==> src/rtl/muldiv_hilo.sv <==
// muldiv_hilo: execute-stage multiply/divide unit owning the architectural HI/LO.
//   MULT/MULTU/DIV/DIVU run iteratively: 32 iterations, then a sign-fix cycle.
//   MTHI/MTLO write HI/LO in a single cycle.
//   Optional macro MULDIV_FAST_MULT_EN: MULT/MULTU use a single-cycle array product.
// Ports:
//   i_clk, i_nrst       clock, asynchronous active-low reset
//   i_con_start         op valid this cycle
//   i_con_op            000 MULT, 001 MULTU, 010 DIV, 011 DIVU, 100 MTHI, 101 MTLO, 11x no-op
//   i_data_a, i_data_b  rs / rt operands
//   i_con_flush         cancel any in-flight op
//   o_data_hi/lo        architectural HI/LO
//   o_busy              iterative op in flight
//   o_divzero           one-cycle pulse on an accepted divide by zero
module muldiv_hilo #(
  parameter int unsigned WIDTH = 32
) (
  input  logic             i_clk,
  input  logic             i_nrst,
  input  logic             i_con_start,
  input  logic [2:0]       i_con_op,
  input  logic [WIDTH-1:0] i_data_a,
  input  logic [WIDTH-1:0] i_data_b,
  input  logic             i_con_flush,
  output logic [WIDTH-1:0] o_data_hi,
  output logic [WIDTH-1:0] o_data_lo,
  output logic             o_busy,
  output logic             o_divzero
);

  localparam logic [1:0] S_IDLE = 2'd0;
  localparam logic [1:0] S_MUL  = 2'd1;
  localparam logic [1:0] S_DIV  = 2'd2;
  localparam logic [1:0] S_FIX  = 2'd3;
  localparam int unsigned CW    = $clog2(WIDTH);

  logic [1:0]         r_state;
  logic [CW-1:0]      r_count;
  logic [2*WIDTH-1:0] r_acc;
  logic [WIDTH-1:0]   r_opnd;
  logic               r_neg_q;
  logic               r_neg_r;
  logic               r_is_div;
  logic [WIDTH-1:0]   r_hi;
  logic [WIDTH-1:0]   r_lo;
  logic               r_divzero;

  logic               w_op_signed;
  logic               w_sa;
  logic               w_sb;
  logic [WIDTH-1:0]   w_abs_a;
  logic [WIDTH-1:0]   w_abs_b;
  logic [WIDTH:0]     w_mul_sum;
  logic [2*WIDTH-1:0] w_mul_next;
  logic [WIDTH:0]     w_div_shift;
  logic [WIDTH+1:0]   w_div_diff;
  logic [2*WIDTH-1:0] w_div_next;
  logic [2*WIDTH-1:0] w_fix_prod;
  logic [WIDTH-1:0]   w_fix_hi;
  logic [WIDTH-1:0]   w_fix_lo;

  assign o_data_hi = r_hi;
  assign o_data_lo = r_lo;
  assign o_busy    = (r_state != S_IDLE);
  assign o_divzero = r_divzero;

  // MULT (000) and DIV (010) are the signed ops
  assign w_op_signed = ~i_con_op[2] & ~i_con_op[0];
  assign w_sa        = w_op_signed & i_data_a[WIDTH-1];
  assign w_sb        = w_op_signed & i_data_b[WIDTH-1];
  assign w_abs_a     = w_sa ? ('0 - i_data_a) : i_data_a;
  assign w_abs_b     = w_sb ? ('0 - i_data_b) : i_data_b;

  // Multiply: acc = {partial product, remaining multiplier bits}; add on LSB, shift right
  assign w_mul_sum  = {1'b0, r_acc[2*WIDTH-1:WIDTH]} + (r_acc[0] ? {1'b0, r_opnd} : '0);
  assign w_mul_next = {w_mul_sum, r_acc[WIDTH-1:1]};

  // Divide: acc = {partial remainder, dividend/quotient}; quotient bits enter at the LSB
  assign w_div_shift = {r_acc[2*WIDTH-1:WIDTH], r_acc[WIDTH-1]};
  assign w_div_diff  = {1'b0, w_div_shift} - {2'b00, r_opnd};
  assign w_div_next  = w_div_diff[WIDTH+1] ? {r_acc[2*WIDTH-2:0], 1'b0}
                                           : {w_div_diff[WIDTH-1:0], r_acc[WIDTH-2:0], 1'b1};

  always_comb begin
    w_fix_prod = r_neg_q ? ('0 - r_acc) : r_acc;
    w_fix_hi   = w_fix_prod[2*WIDTH-1:WIDTH];
    w_fix_lo   = w_fix_prod[WIDTH-1:0];
    if (r_is_div) begin
      w_fix_lo = r_neg_q ? ('0 - r_acc[WIDTH-1:0]) : r_acc[WIDTH-1:0];
      w_fix_hi = r_neg_r ? ('0 - r_acc[2*WIDTH-1:WIDTH]) : r_acc[2*WIDTH-1:WIDTH];
    end
  end

`ifdef MULDIV_FAST_MULT_EN
  logic [2*WIDTH-1:0] w_fast_mag;
  logic [2*WIDTH-1:0] w_fast_prod;
  assign w_fast_mag  = {{WIDTH{1'b0}}, w_abs_a} * {{WIDTH{1'b0}}, w_abs_b};
  assign w_fast_prod = (w_sa ^ w_sb) ? ('0 - w_fast_mag) : w_fast_mag;
`endif

  always_ff @(posedge i_clk or negedge i_nrst) begin
    if (!i_nrst) begin
      r_state   <= S_IDLE;
      r_count   <= '0;
      r_acc     <= '0;
      r_opnd    <= '0;
      r_neg_q   <= 1'b0;
      r_neg_r   <= 1'b0;
      r_is_div  <= 1'b0;
      r_hi      <= '0;
      r_lo      <= '0;
      r_divzero <= 1'b0;
    end else begin
      r_divzero <= 1'b0;
      if (i_con_flush) begin
        // Flush beats a same-cycle accept and discards any pending result, including in FIX
        r_state <= S_IDLE;
        r_count <= '0;
      end else begin
        case (r_state)
          S_IDLE: begin
            if (i_con_start) begin
              case (i_con_op)
                3'b000, 3'b001: begin
`ifdef MULDIV_FAST_MULT_EN
                  r_hi <= w_fast_prod[2*WIDTH-1:WIDTH];
                  r_lo <= w_fast_prod[WIDTH-1:0];
`else
                  r_state  <= S_MUL;
                  r_count  <= '0;
                  r_acc    <= {{WIDTH{1'b0}}, w_abs_b};
                  r_opnd   <= w_abs_a;
                  r_neg_q  <= w_sa ^ w_sb;
                  r_neg_r  <= 1'b0;
                  r_is_div <= 1'b0;
`endif
                end
                3'b010, 3'b011: begin
                  if (i_data_b == '0) begin
                    r_hi      <= i_data_a;
                    r_lo      <= '1;
                    r_divzero <= 1'b1;
                  end else begin
                    r_state  <= S_DIV;
                    r_count  <= '0;
                    r_acc    <= {{WIDTH{1'b0}}, w_abs_a};
                    r_opnd   <= w_abs_b;
                    r_neg_q  <= w_sa ^ w_sb;
                    r_neg_r  <= w_sa;
                    r_is_div <= 1'b1;
                  end
                end
                3'b100:  r_hi <= i_data_a;
                3'b101:  r_lo <= i_data_a;
                default: ;
              endcase
            end
          end
          S_MUL, S_DIV: begin
            r_acc   <= (r_state == S_MUL) ? w_mul_next : w_div_next;
            r_count <= r_count + CW'(1);
            if (r_count == CW'(WIDTH - 1)) r_state <= S_FIX;
          end
          default: begin
            r_hi    <= w_fix_hi;
            r_lo    <= w_fix_lo;
            r_state <= S_IDLE;
          end
        endcase
      end
    end
  end

endmodule

==> config.mk <==
export PLATFORM = sky130hd
export DESIGN_NAME = muldiv_hilo
export DESIGN_NICKNAME = d
export VERILOG_FILES = /design/src/rtl/muldiv_hilo.sv
export SDC_FILE = /design/constraint.sdc
export NUM_CORES = 1
export LEC_CHECK = 0
export CAP_MARGIN = 30
export CORE_ASPECT_RATIO = 2
export CORE_UTILIZATION = 51
export DETAILED_ROUTE_END_ITERATION = 8
export GPL_TIMING_DRIVEN = 1
export PLACE_DENSITY = 0.71
export SYNTH_ARGS = -nofsm -noshare
export SYNTH_HDL_FRONTEND = slang
export SYNTH_SLANG_ARGS = --single-unit
==> constraint.sdc <==
create_clock -name i_clk -period 8.9 [get_ports i_clk]
set_input_delay 1.78 -clock i_clk [delete_from_list [all_inputs] [get_ports i_clk]]
set_output_delay 1.78 -clock i_clk [all_outputs]
set_load 0.05 [all_outputs]
==> results.sh, run 1 <==
export IMPL_status="finished, final reports clean"
export IMPL_cts_sinks=171
export IMPL_yosysTopAreaCell="dfrtp_1"
export IMPL_seq_area_frac_synth_pct=28.7
export IMPL_antenna_cells=0
export IMPL_clock_root_buffer="clkbuf_16"
export IMPL_ios=137
export IMPL_htreeDepth=4
export IMPL_rows=88
export IMPL_grtUsageTotal_pct=42.2
export IMPL_synthArstFlopShare_pct=100
export IMPL_design_die_area_mm2=0.0300
export IMPL_synth_seq_cells=171
export IMPL_setup_viol=0
export IMPL_syn_to_final_growth_pct=14.8
export IMPL_cp_startpoint="i_data_b[7]"
export IMPL_synth_flop_cell="dfrtp_1"
export IMPL_holdPathStages=2
export IMPL_rsz0062_at_grt="false"
export IMPL_cts_max_path_buffers=2
export IMPL_tns_ns=0
export IMPL_cp_cell_sequence="clkdlybuf4s50_1 > or4_1 > nor4_1 > nand3_1 > nor4_4 > o21ai_1 > nand2_2 > buf_4 > a22oi_1 > a22oi_1"
export IMPL_slowest_stage="nand2_2"
export IMPL_syn_inst=1959
export IMPL_cp_required_ns=9.28
export IMPL_syn_area_mm2=0.0149
export IMPL_synth_fp_nets=2105
export IMPL_avgViaCountPerCell=6.51
export IMPL_r2r_start="r_acc[41]"
export IMPL_port_buffers=136
export IMPL_overflow=0
export IMPL_die_y_um=244
export IMPL_fin_util_pct=59.4
export IMPL_grt_max_degree=104
export IMPL_ant_nets=0
export IMPL_yosysWarnings=0
export IMPL_initial_utilization_pct=51.7
export IMPL_grt_pass1_wl_mm=91.3
export IMPL_gp_congestion=1.02
export IMPL_ctsHoldBuffers=0
export IMPL_critical_path_most_common_cell="a22oi_1"
export IMPL_post_route_period_util_pct=62.9
export IMPL_dp_hpwl_mm=47.5
export IMPL_post_synth_cell_area_avg_um2=7.62
export IMPL_fin_crit_ns=5.59
export IMPL_cts_resized=0
export IMPL_irDropWorstVdd_uv=272
export IMPL_path_class="input pin to flip-flop"
export IMPL_drt_total_wl_mm=61.5
export IMPL_nets=2169
export IMPL_cp_max_fo=54
export IMPL_start_kind="input pin"
export IMPL_synth_cell_types=76
export IMPL_relSlewSlack_pct=34.6
export IMPL_insertion_delay_ns=0.46
export IMPL_drc_errors=0
export IMPL_yosysTopAreaCellShare_pct=28.7
export IMPL_grt_pass1_vias=15000
export IMPL_p_per_area_mw_per_mm2=422
export IMPL_finClkSkew_ns=0.00978
export IMPL_r2r_slack_ns=4.47
export IMPL_routedWlPerCell_um=25.7
export IMPL_via_count=15600
export IMPL_cp_arrival_ns=5.97
export IMPL_r2r_cells=12
export IMPL_cts_buffers=17
export IMPL_synth_edf_count=0
export IMPL_worstMarginPinSlew_ns=0.981
export IMPL_die_x_um=123
export IMPL_synth_area_leaders="dfrtp_1 (29%), o21ai_0 (7.3%), xnor2_1 (6.3%)"
export IMPL_synth_common_cells="nand2_1 (238), o21ai_0 (218), nor2_1 (205)"
export IMPL_core_mm2=0.0288
export IMPL_cts_setup_buffers=0
export IMPL_rr_endpoint="r_acc[41]"
export IMPL_hold_violations=0
export IMPL_slowest_delay_ns=0.64
export IMPL_antenna_found_initial=0
export IMPL_endpoint_kind="flip-flop"
export IMPL_maxSlewViolCount=0
export IMPL_power_leakage_nw=7.28
export IMPL_tritoncts="done"
export IMPL_drv_cap=0
export IMPL_drt_pass1_iterations=7
export IMPL_clk_pin_slew_ns=0.07
export IMPL_finalPower_mw=7.24
export IMPL_crit_end="r_acc[63]"
export IMPL_yosysMostFrequentCell="nand2_1"
export IMPL_clock_fmax_mhz=179
export IMPL_layout_drive_gt1_share_pct=5.45
export IMPL_hold_path_class="flip-flop to flip-flop"
export IMPL_first_iter_violations=1264
## logic make-up (layout without fill, tap and decap cells)
logic type / Yosys count / count (layout) / synth area share, %
muxes: 50 / 50 / 3.59
buffers and inverters: 186 / 263 / 4.79
and+or+nand+nor: 635 / 635 / 19.2
xor gates and xnor gates: 172 / 172 / 10.1
AOI/OAI and AO/OA: 670 / 670 / 27.2
adders and majority gates: 75 / 75 / 6.39
DFF: 171 / 171 / 28.7
## worst min path at each step
stage / start / endpoint / slack (ns)
floorplan: r_opnd[23] / r_opnd[23] / 0.45
finish: o_data_lo[3] / o_data_lo[3] / 0.48
global placement: r_opnd[21] / r_opnd[21] / 0.47
global route: r_opnd[30] / r_opnd[30] / 0.50
detailed placement: r_opnd[30] / r_opnd[30] / 0.47
CTS: r_opnd[30] / r_opnd[30] / 0.49
## per-layer routing
metal  share of wire [%]  global-route usage, %  vias up
met3                 5.2                   8.30      297
met5                   0                      0        -
li1                    -                      -     7149
met4                  12                   41.7        0
met2                  51                   72.5      701
met1                  32                   40.2     7444
## final cells by class
cell class	count	area [um^2]
clock buffers	21	450
clock inverters	11	134
fillers	2744	11700
inverters	68	255
multi-input cells	1602	9960
flip-flops and latches	171	4280
well taps	360	450
repair buffers	163	1620
## critical path: cells and delay by family
family / cells / cell delay (ns)
compound gates: 3 / 0.59
simple gates: 5 / 2.46
buf+inv: 2 / 1.10
## placed cells by master (no fill, tap or decap), drive strengths merged, types with 21 or more instances in the layout
cell,instances
a21oi,182
nor3,34
clkbuf,21
dfrtp,171
nor2,205
o21ai,226
o22ai,37
xnor2,108
xor2,64
inv,69
a211oi,33
or3,28
nand3,25
buf,28
a31oi,23
nand2,238
mux2,28
clkdlybuf4s50,135
a21o,25
ha,73
o31ai,34
mux2i,22
## sequential cells by signal (all words and copies together), names as in the netlist
register and flops:
r_neg_r 1, r_acc 64, r_state 2, o_data_lo 32, r_opnd 32, r_is_div 1
o_data_hi 32, r_neg_q 1, o_divzero 1, r_count 5
## per-stage QoR
| step | hold WS (ns) | std cells | worst slack (ns) | area [um^2] |
|---|---|---|---|---|
| 2_1_floorplan | 0.450 | 1959 | 4.37 | 14900 |
| 3_3_place_gp | 0.467 | 2360 | 3.03 | 16500 |
| 3_5_place_dp | 0.471 | 2361 | 2.87 | 16500 |
| 4_1_cts | 0.486 | 2393 | 3.36 | 17100 |
| 5_1_grt | 0.496 | 2396 | 3.03 | 17100 |
| 6_report | 0.482 | 2396 | 3.31 | 17100 |
## where the power goes
group | total, mW | leakage, nW | internal, mW | switching (mW)
sequential | 1.65 | 2.15 | 1.12 | 0.529
combinational | 4.83 | 4.86 | 1.74 | 3.08
clock | 0.762 | 0.271 | 0.424 | 0.338
total | 7.24 | 7.28 | 3.29 | 3.95
(Power assumes the default switching activity.)
==> run 2: changes to the inputs <==
Clock period 8.9 ns to 5.8 ns, I/O delays scaled along.
==> results.sh, run 2 (synthesis results as in run 1) <==
export IMPL_met2_usage_pct=72.5
export IMPL_clock_fmax_mhz=215
export IMPL_die_y_um=244
export IMPL_cp_arrival_ns=4.99
export IMPL_via_count=15600
export IMPL_p_per_area_mw_per_mm2=646
export IMPL_overflow=0
export IMPL_avgViaCountPerCell=6.49
export IMPL_rows=88
export IMPL_pwr_share_seq_pct=22.0
export IMPL_internal_power_mw=5.07
export IMPL_mostFrequentLayoutCells="nand2_1 (236), o21ai_0 (218), nor2_1 (205), a21oi_1 (182), dfrtp_1 (171)"
export IMPL_grt_use_met1_pct=40.6
export IMPL_largest_register="r_acc"
export IMPL_design_area_mm2=0.0172
export IMPL_fin_util_pct=59.8
export IMPL_worstMarginPinSlew_ns=0.983
export IMPL_grt_pass1_vias=15200
export IMPL_clk_pin_slew_ns=0.08
export IMPL_post_route_period_util_pct=80.0
export IMPL_slowest_stage="or4_1"
export IMPL_cp_required_ns=6.14
export IMPL_clock_root_buffer="clkbuf_16"
export IMPL_path_class="input pin to flip-flop"
export IMPL_rsz0062_at_grt="false"
export IMPL_swShare_pct=54.4
export IMPL_grt_pass1_wl_mm=90.8
export IMPL_p_comb_share_pct=66.6
export IMPL_gp_congestion=1.03
export IMPL_start_kind="input pin"
export IMPL_r2r_slack_ns=1.46
export IMPL_routedWlPerCell_um=25.2
export IMPL_place_area_mm2=0.0166
export IMPL_irDropWorstVdd_uv=568
export IMPL_holdPathStages=2
export IMPL_drc_errors=0
export IMPL_nets=2179
export IMPL_cp_max_fo=18
export IMPL_first_iter_violations=1308
export IMPL_status="finished, final reports clean"
export IMPL_core_mm2=0.0288
export IMPL_min_from="r_opnd[3]"
export IMPL_critical_path_most_common_cell="or3_1"
export IMPL_cts_buffers=17
export IMPL_relSlewSlack_pct=34.5
export IMPL_die_x_um=123
export IMPL_endpoint_kind="flip-flop"
export IMPL_cts_setup_buffers=0
export IMPL_p_sw_mw=6.06
export IMPL_drt_pass1_iterations=6
export IMPL_cp_cell_sequence="clkdlybuf4s50_1 > or4_1 > or3_1 > or3_1 > nor4_4 > o21ai_1 > nand2_2 > nor2_1 > buf_4 > and4_1 > a221oi_1 > o31ai_1"
export IMPL_tns_ns=0
export IMPL_drv_cap=0
export IMPL_r2r_start="r_acc[0]"
export IMPL_insertion_delay_ns=0.47
export IMPL_syn_to_final_growth_pct=15.5
export IMPL_cts_sinks=171
export IMPL_grt_max_degree=89
export IMPL_setup_viol=0
export IMPL_layout_commonest_cell="nand2_1"
export IMPL_rr_endpoint="r_acc[61]"
export IMPL_power_leakage_nw=7.36
export IMPL_clkPwrFrac_pct=11.4
export IMPL_antenna_found_initial=1
export IMPL_dp_hpwl_mm=46.6
export IMPL_fin_hold_ws_ns=0.485
export IMPL_ios=137
export IMPL_maxSlewViolCount=0
export IMPL_htreeDepth=4
export IMPL_initial_utilization_pct=51.7
export IMPL_ctsHoldBuffers=0
export IMPL_met3_usage_pct=8.58
export IMPL_ant_nets=0
export IMPL_grt_busiest_layer="met2"
export IMPL_fin_crit_ns=4.64
export IMPL_slowest_delay_ns=0.57
export IMPL_drt_total_wl_mm=60.7
export IMPL_nFillCells=2695
export IMPL_design_die_area_mm2=0.0300
export IMPL_hold_path_class="flip-flop to flip-flop"
export IMPL_largest_reg_flops=64
export IMPL_hold_violations=0
export IMPL_cts_resized=0
export IMPL_finClkSkew_ns=0.0181
export IMPL_r2r_cells=14
export IMPL_layout_drive_gt1_share_pct=6.06
export IMPL_cts_max_path_buffers=2
export IMPL_hold_path_end="r_opnd[3]"
export IMPL_grtUsageTotal_pct=41.7
export IMPL_tritoncts="done"
export IMPL_port_buffers=136
-- run 2: changes by cell type in the layout (fill, tap and decap cells not counted), sizes merged --
cell      previous run  this run
diode                0         1
inv                 69        72
clkbuf              21        17
clkinvlp             4         0
clkinv               4         9
buf                 28        38
-- run 2: worst max-delay path: cells and delay by family --
family	cells	cell delay, ns
and+or+nand+nor	7	2.49
buffers and inverters	2	0.72
AOI/OAI and AO/OA	3	0.60
-- run 2: area by class of cell --
type	count	area (um^2)	share of cell area, %
multi-input cells	1602	9960	57.7
repair buffers	173	1650	9.58
flip-flops and latches	171	4280	24.8
well taps	360	450	2.61
diodes	1	2.50	0.0145
clock buffers	17	425	2.47
inverters	68	255	1.48
clock inverters	15	226	1.31
-- run 2: layer usage --
| layer | routed length (um) | up-vias | share of wire, % |
|---|---|---|---|
| met5 | 0 | - | 0 |
| met3 | 3780 | 307 | 6.2 |
| met1 | 19400 | 7419 | 32 |
| li1 | - | 7167 | - |
| met4 | 6540 | 0 | 11 |
| met2 | 30900 | 736 | 51 |
-- run 2: how the worst max path moves through the flow --
stage	from	to	cells past startpoint
final	i_data_b[15]	r_acc[55]	12
after CTS	i_data_b[15]	r_acc[55]	12
after floorplan	i_data_b[17]	r_acc[40]	11
after detailed placement	i_data_b[15]	r_acc[55]	12
after global routing	i_data_b[15]	r_acc[55]	12
after global placement	i_data_b[15]	r_acc[55]	12
-- run 2: through the flow --
step	worst slack (ns)	power [mW]	cells
after floorplan	1.89	7.34	1959
after global placement	0.783	9.57	2373
after detailed placement	0.764	9.65	2373
after CTS	1.25	11.0	2405
after global routing	0.962	11.8	2406
final	1.16	11.1	2407
-- run 2: power groups by stage --
| stage | registers, mW | logic (mW) | clock network [mW] |
|---|---|---|---|
| 4_1_cts | 2.41 | 7.26 | 1.28 |
| 5_1_grt | 2.49 | 7.98 | 1.32 |
| 2_1_floorplan | 2.90 | 4.44 | 0 |
| 3_3_place_gp | 2.42 | 7.15 | 0 |
| 6_report | 2.45 | 7.41 | 1.27 |
| 3_5_place_dp | 2.43 | 7.22 | 0 |
==> run 3: changes to the inputs <==
Clock period 5.8 ns to 4.6 ns, I/O delays scaled along.
==> results.sh, run 3 (synthesis results as in run 1) <==
export IMPL_first_iter_violations=1302
export IMPL_syn_to_final_growth_pct=17.1
export IMPL_cts_setup_buffers=0
export IMPL_overflow=0
export IMPL_grt_max_degree=99
export IMPL_routedWlPerCell_um=25.7
export IMPL_tns_ns=0
export IMPL_cp_cell_sequence="ha_1 > inv_1 > fa_1 > a211oi_1 > o211a_1 > nor4_1 > o2111ai_1 > a31oi_1 > a31oi_1 > a21oi_1 > nor4b_1 > o31ai_1 > o311ai_0"
export IMPL_r2r_slack_ns=0.54
export IMPL_p_sw_mw=7.74
export IMPL_port_buffers=136
export IMPL_slowest_delay_ns=0.82
export IMPL_cts_buffers=17
export IMPL_swShare_pct=54.3
export IMPL_timing_final_ws_setup_ns=0.538
export IMPL_htreeDepth=4
export IMPL_relSlewSlack_pct=32.6
export IMPL_seq_area_mm2=0.00428
export IMPL_largest_reg_flops=64
export IMPL_p_per_area_mw_per_mm2=815
export IMPL_layout_commonest_cell="nand2_1"
export IMPL_insertion_delay_ns=0.47
export IMPL_rows=88
export IMPL_cts_max_path_buffers=2
export IMPL_design_die_area_mm2=0.0300
export IMPL_ant_nets=0
export IMPL_dp_hpwl_mm=48.9
export IMPL_pwr_share_seq_pct=20.8
export IMPL_finClkSkew_ns=0.0138
export IMPL_ios=137
export IMPL_cp_arrival_ns=4.41
export IMPL_hold_path_class="input pin to async pin"
export IMPL_clock_fmax_mhz=246
export IMPL_drt_total_wl_mm=62.9
export IMPL_drv_cap=0
export IMPL_fin_crit_ns=4.06
export IMPL_clock_root_buffer="clkbuf_16"
export IMPL_worstMarginPinSlew_ns=1.00
export IMPL_nets=2220
export IMPL_grtUsageTotal_pct=43.2
export IMPL_path_buf_inv=1
export IMPL_status="finished, final reports clean"
export IMPL_drc_errors=0
export IMPL_cts_sinks=171
export IMPL_setup_viol=0
export IMPL_fin_util_pct=60.6
export IMPL_clkPwrFrac_pct=10.0
export IMPL_post_route_period_util_pct=88.3
export IMPL_cpLargestDelayFamily="compound AO/OA/AOI/OAI gates"
export IMPL_design_area_mm2=0.0175
export IMPL_antenna_found_initial=0
export IMPL_cp_required_ns=4.95
export IMPL_ctsHoldBuffers=0
export IMPL_p_comb_share_pct=69.2
export IMPL_endpoint_kind="flip-flop"
export IMPL_irDropWorstVdd_uv=554
export IMPL_slowest_stage="nor4_1"
export IMPL_drt_pass1_iterations=7
export IMPL_cp_max_fo=4
export IMPL_cts_resized=0
export IMPL_place_ws_ns=0.341
export IMPL_critical_path_most_common_cell="a31oi_1"
export IMPL_mostFrequentLayoutCells="nand2_1 (236), o21ai_0 (218), nor2_1 (205), a21oi_1 (182), dfrtp_1 (171)"
export IMPL_tritoncts="done"
export IMPL_path_class="flip-flop to flip-flop"
export IMPL_internal_power_mw=6.51
export IMPL_core_mm2=0.0288
export IMPL_stdcell_count=2445
export IMPL_power_leakage_nw=7.52
export IMPL_multi_input_area_mm2=0.00996
export IMPL_largest_register="r_acc"
export IMPL_r2r_start="r_opnd[0]"
export IMPL_initial_utilization_pct=51.7
export IMPL_layout_drive_gt1_share_pct=7.77
export IMPL_rr_endpoint="r_acc[62]"
export IMPL_r2r_cells=13
export IMPL_maxSlewViolCount=0
export IMPL_rsz0062_at_grt="false"
export IMPL_grt_pass1_wl_mm=93.2
export IMPL_place_area_mm2=0.0169
export IMPL_via_count=15700
export IMPL_nFillCells=2743
export IMPL_antenna_cells=0
export IMPL_clk_pin_slew_ns=0.07
export IMPL_die_y_um=244
export IMPL_hold_violations=0
export IMPL_die_x_um=123
export IMPL_grt_pass1_vias=15500
export IMPL_dp_cells=2415
export IMPL_avgViaCountPerCell=6.44
export IMPL_start_kind="flip-flop"
export IMPL_gp_congestion=1.07
-- run 3: per-layer routing --
layer  part of all wire, %  track usage (%)
met1                    32             41.3
met3                   5.7             8.23
met4                    12             43.2
met5                     0                0
met2                    50             74.0
-- run 3: metrics by stage --
stage                     hold WS (ns)  power [mW]
after floorplan                  0.450        9.25
after global placement           0.462        12.5
after detailed placement         0.468        12.6
after CTS                        0.482        14.0
after global routing             0.507        15.1
final                            0.480        14.3
-- run 3: worst register-to-register path, delay by kind of cell, from the launching register on --
kind / cells / cell delay [ns]
adders and majority gates: 2 / 0.50
DFF: 1 / 0.40
AOI/OAI and AO/OA: 8 / 1.88
buffers and inverters: 1 / 0.07
and+or+nand+nor: 2 / 1.11
-- run 3: layout make-up --
class	count	share of cell area, %
Multi-Input combinational cell	1602	56.9
Sequential cell	171	24.5
Timing Repair Buffer	214	11.4
Tap cell	360	2.58
Clock buffer	18	2.45
Inverter	68	1.46
Clock inverter	12	0.680
-- run 3: power by group through the flow --
stage	registers [mW]	logic, mW	clock network (mW)
floorplan	3.65	5.59	0
global placement	2.93	9.54	0
detailed placement	2.95	9.64	0
CTS	2.92	9.69	1.43
global route	2.99	10.6	1.48
finish	2.96	9.86	1.43
-- run 3: worst max path at each step --
stage,from,end,slack [ns],cells past startpoint
after floorplan,i_data_b[17],r_acc[40],0.93,11
final,r_opnd[0],r_acc[62],0.54,13
after CTS,r_opnd[0],r_acc[62],0.68,13
after global placement,i_data_b[15],r_acc[54],0.40,12
after global routing,r_acc[0],r_acc[62],0.35,15
after detailed placement,i_data_b[15],r_acc[19],0.34,9
